--- src/rtl/booth_mul_ctrl.sv ---
// Radix-2 Booth multiply sequencer driving an external shared adder-subtractor.
// One Booth iteration per cycle; done pulses once when the 2*WIDTH-bit product is ready.
module booth_mul_ctrl #(
  parameter int WIDTH = 32
) (
  input  logic             clk,
  input  logic             rst_n,
  input  logic             start,
  input  logic [WIDTH-1:0] multiplicand,
  input  logic [WIDTH-1:0] multiplier,
  output logic             busy,
  output logic             done,
  output logic [WIDTH-1:0] product_hi,
  output logic [WIDTH-1:0] product_lo,
  output logic [WIDTH-1:0] as_a,
  output logic [WIDTH-1:0] as_m,
  output logic [1:0]       as_op,
  input  logic [WIDTH-1:0] as_result
);

  localparam int CW = $clog2(WIDTH);

  typedef enum logic [1:0] {
    IDLE = 2'd0,
    CALC = 2'd1,
    DONE = 2'd2
  } state_t;

  state_t           state_q;
  logic [WIDTH-1:0] a_q;
  logic [WIDTH-1:0] q_q;
  logic             q1_q;
  logic [WIDTH-1:0] m_q;
  logic [CW-1:0]    cnt_q;
  logic [WIDTH-1:0] prod_hi_q;
  logic [WIDTH-1:0] prod_lo_q;
  logic             busy_q;
  logic             done_q;
  logic [1:0]       as_op_q;

  logic             ovf;
  logic [WIDTH-1:0] a_d;
  logic [WIDTH-1:0] q_d;

  // Sign recovery: when A +/- M overflows, the true sign is the inverse of r's MSB.
  always_comb begin
    ovf = 1'b0;
    case (as_op_q)
      2'b01:   ovf = (a_q[WIDTH-1] == m_q[WIDTH-1]) && (as_result[WIDTH-1] != a_q[WIDTH-1]);
      2'b10:   ovf = (a_q[WIDTH-1] != m_q[WIDTH-1]) && (as_result[WIDTH-1] != a_q[WIDTH-1]);
      default: ovf = 1'b0;
    endcase
    a_d = {as_result[WIDTH-1] ^ ovf, as_result[WIDTH-1:1]};
    q_d = {as_result[0], q_q[WIDTH-1:1]};
  end

  // Sequencer: operand latch, Booth iterations, completion pulse and product capture.
  always_ff @(posedge clk or negedge rst_n) begin
    if (!rst_n) begin
      state_q   <= IDLE;
      a_q       <= '0;
      q_q       <= '0;
      q1_q      <= 1'b0;
      m_q       <= '0;
      cnt_q     <= '0;
      prod_hi_q <= '0;
      prod_lo_q <= '0;
      busy_q    <= 1'b0;
      done_q    <= 1'b0;
      as_op_q   <= 2'b00;
    end else begin
      case (state_q)
        IDLE: begin
          done_q <= 1'b0;
          busy_q <= start;
          if (start) begin
            a_q     <= '0;
            q_q     <= multiplier;
            q1_q    <= 1'b0;
            m_q     <= multiplicand;
            cnt_q   <= '0;
            as_op_q <= {multiplier[0], 1'b0};
            state_q <= CALC;
          end else begin
            as_op_q <= 2'b00;
            state_q <= IDLE;
          end
        end
        CALC: begin
          a_q   <= a_d;
          q_q   <= q_d;
          q1_q  <= q_q[0];
          cnt_q <= cnt_q + CW'(1);
          // Next op pair is {new Q[0], new q_1} = {Q[1], Q[0]} of the current value.
          if (cnt_q == CW'(WIDTH - 1)) begin
            as_op_q <= 2'b00;
            state_q <= DONE;
          end else begin
            as_op_q <= {q_q[1], q_q[0]};
            state_q <= CALC;
          end
        end
        DONE: begin
          done_q    <= 1'b1;
          prod_hi_q <= a_q;
          prod_lo_q <= q_q;
          as_op_q   <= 2'b00;
          state_q   <= IDLE;
        end
        default: begin
          busy_q  <= 1'b0;
          done_q  <= 1'b0;
          as_op_q <= 2'b00;
          state_q <= IDLE;
        end
      endcase
    end
  end

  assign busy       = busy_q;
  assign done       = done_q;
  assign product_hi = prod_hi_q;
  assign product_lo = prod_lo_q;
  assign as_a       = a_q;
  assign as_m       = m_q;
  assign as_op      = as_op_q;

endmodule

--- config.mk ---
export PLATFORM = sky130hd
export DESIGN_NAME = booth_mul_ctrl
export DESIGN_NICKNAME = d
export VERILOG_FILES = /design/src/rtl/booth_mul_ctrl.sv
export SDC_FILE = /design/constraint.sdc
export NUM_CORES = 1
export LEC_CHECK = 0
export BUFFER_PORTS_ARGS = -buffer_cell sky130_fd_sc_hd__clkbuf_2
export CORE_UTILIZATION = 30
export CTS_CLUSTER_DIAMETER = 120
export DETAILED_ROUTE_END_ITERATION = 8
export SYNTH_ARGS = -nofsm -noshare
export SYNTH_HDL_FRONTEND = slang
export SYNTH_SLANG_ARGS = --single-unit
--- constraint.sdc ---
create_clock -name clk -period 4.9 [get_ports clk]
set_clock_uncertainty 0.1 [all_clocks]
set_input_delay 0.49 -clock clk [delete_from_list [all_inputs] [get_ports clk]]
set_output_delay 0.49 -clock clk [all_outputs]
set_load 0.005 [all_outputs]
==> metrics <==
largest net degree at the start of global routing=approximately 100; PortBufs=230; Yosys Warn Count=0; Post-CTS Setup Repair Bufs=0; CTS Buffer Depth=2; Syn Area/Cell=about 14 um2; worst-path maximum fanout=39; first-pass GRT wire length=23600 um; R2R depth=6; antenna violations before repair=1; Residual DRC=0; number of synthesized register bits=171; FP Rows=54; critical path type=reg2reg; antenna viol nets, final=0; setup_tns=0 ps; critical path launch point type=flop; DR pass1 iterations=4; Synth Cell Area=0.00667 mm2; Multi-input gate area=0.00226 mm2; maximum VDD drop=0.000211 V; Vias=4480; Seq/Total Area, Yosys=64.1%; Worst-Margin Slew=976 ps; Worst Setup End Kind=flop; Final #Nets=about 790; dpl hpwl=10000 um; clk root buf=clkbuf_16; chip width=151 um; Post-CTS Hold Buffers=0; die footprint=0.0228 mm2; H-tree depth=4; Leakage=4.61 nW; Core Area=0.0218 mm2; post-synthesis cell count=463; Max Cap Viol=0; synth unique cells=23; failing checks=negative hold slack; clock sinks=about 170; storage element area=0.00428 mm2; Worst-Skew Late Latency=410 ps; Starting DRT DRC Count=around 130; gr ovfl total=0; f_max=454 MHz; area added between synthesis and finish=29.7%; Gates resized, CTS repair=0; Pins Over Slew Limit=0; Worst Path Required=5140 ps; period utilization=45.0%; placer congestion estimate=0.697; post-route minimum period=2200 ps; Final Power=0.00486 W; antenna cells=0; Max-slew headroom=about a third; Final Hold Fails=6; Num CTS Buffers=17; Worst-path clk slew=approximately 60 ps; fraction of layout cells with a size suffix above 1=about half; Net Count, Synth=between 500 and 600; hold crit path type=in2async; final setup fails=0; RSZ-0062 raised after global routing=no; GRT Total Usage=13.5%; CTS tree=yes; worst hold margin=-20.3 ps; vias in the first global route=between 4000 and 5000; chip height=151 um; status=finished with violations; Initial Utilization=30.6%; WL per Instance=15.3 um; fillcell total=2079; DR vias/cell=4.57; P per Cell Area=between 500 and 600 mW/mm2; DRT Wirelength=15000 um; Critical Path AT=~2500 ps; IO Pins=231
[metrics by stage]
step                utilization, %  worst slack (ps)  instance area, um2  instances
floorplan                        -              3290                6670        463
global placement              37.2              2730                8120        950
detailed placement            37.2              2680                8120        950
CTS                           39.7              2670                8660        980
global route                  39.7              2510                8660        980
finish                        39.7              2700                8660        980
[critical path, cell delays in order (launching register included)]
cell and delay, ps:
dfrtp_1 410, inv_1 90, ha_2 200, buf_4 550
and2_1 220, buf_4 330, a22o_1 200
[final timing paths]
| check | startpoint | to | slack, ps |
|---|---|---|---|
| worst max-delay path | state_q[1]$_DFF_PN0_ | as_a[2]$_DFFE_PN0P_ | 2700 |
| worst min-delay path | rst_n | product_hi[22]$_DFFE_PN0P_ | -20 |
| worst min register to register | busy$_DFFE_PN0N_ | busy$_DFFE_PN0N_ | 390 |
| max in group asynchronous | rst_n | as_a[5]$_DFFE_PN0P_ | 3750 |
| min in group clk | as_result[24] | as_a[23]$_DFFE_PN0P_ | 200 |
| worst max register to register | state_q[1]$_DFF_PN0_ | as_a[2]$_DFFE_PN0P_ | 2700 |
[placed cells by master, fill, tap and decap left out, types with 5 or more instances in the layout]
cell       instances
buf_4              5
o21ai_0           35
a22o_1            35
dfrtp_1          171
mux2_2            97
mux2i_1           33
clkbuf_16         17
clkbuf_1           5
nand2_1           36
clkbuf_2         229
[final cells by class]
class	instances	area share, %
multi-input combinational	259	26.1
clock buffer	24	5.45
sequential	171	49.4
tap	280	4.05
timing repair buffer	236	14.0
inverter	4	0.173
clock inverter	6	0.766
[kinds of logic (layout without fill, tap and decap cells)]
logic type                 after synthesis  count (layout)  share of synthesized area, %
DFF                                    171             171                          64.1
muxes                                  131             131                          21.5
adders and majority gates                6               6                          1.12
buffers and inverters                   33             270                          2.44
AOI/OAI and AO/OA                       74              74                          7.67
and+or+nand+nor                         47              47                          3.06
xor gates and xnor gates                 1               1                         0.131
[power by group]
part	total, W	switching (W)	internal, W
Combinational	0.00139	0.000661	0.000729
Sequential	0.00221	0.000319	0.00189
Clock	0.00126	0.000537	0.000722
Total	0.00486	0.00152	0.00334
[sequential cells by signal (all words and copies together), names as in the netlist]
register / count
as_m: 32
cnt_q: 5
product_lo: 32
as_op: 2
busy: 1
done: 1
product_hi: 32
state_q: 2
q_q: 32
as_a: 32
[metal layers]
layer  global-route usage [%]  part of all wire [%]  vias to the layer above
li1                         -                     -                     2093
met1                     17.8                    45                     2218
met2                     20.6                    47                      156
met3                     4.25                   7.2                       11
met4                     4.95                  0.82                        2
met5                        0                  0.11                        -
[synthesized netlist by cell type]
library cell / number / area (um2)
inv_1: 4 / 15.0
mux2_2: 97 / 1090
nand2_1: 36 / 135
ha_1: 6 / 75.1
a32o_1: 1 / 10.0
mux2i_1: 34 / 340
dfrtp_1: 171 / 4280
and2_1: 3 / 18.8
buf_2: 24 / 120
and3_1: 2 / 12.5
clkbuf_2: 1 / 5.00
a22o_1: 35 / 307
nor2b_1: 1 / 6.26
o21ai_0: 35 / 175
o31ai_1: 1 / 7.51
clkbuf_1: 2 / 7.51
a21o_1: 1 / 7.51
a21oi_1: 1 / 5.00
xor2_1: 1 / 8.76
nand3_1: 1 / 5.00
buf_4: 2 / 15.0
nand2b_1: 3 / 18.8
nand3b_1: 1 / 7.51
Note: power is estimated with default switching activity, not from simulation.
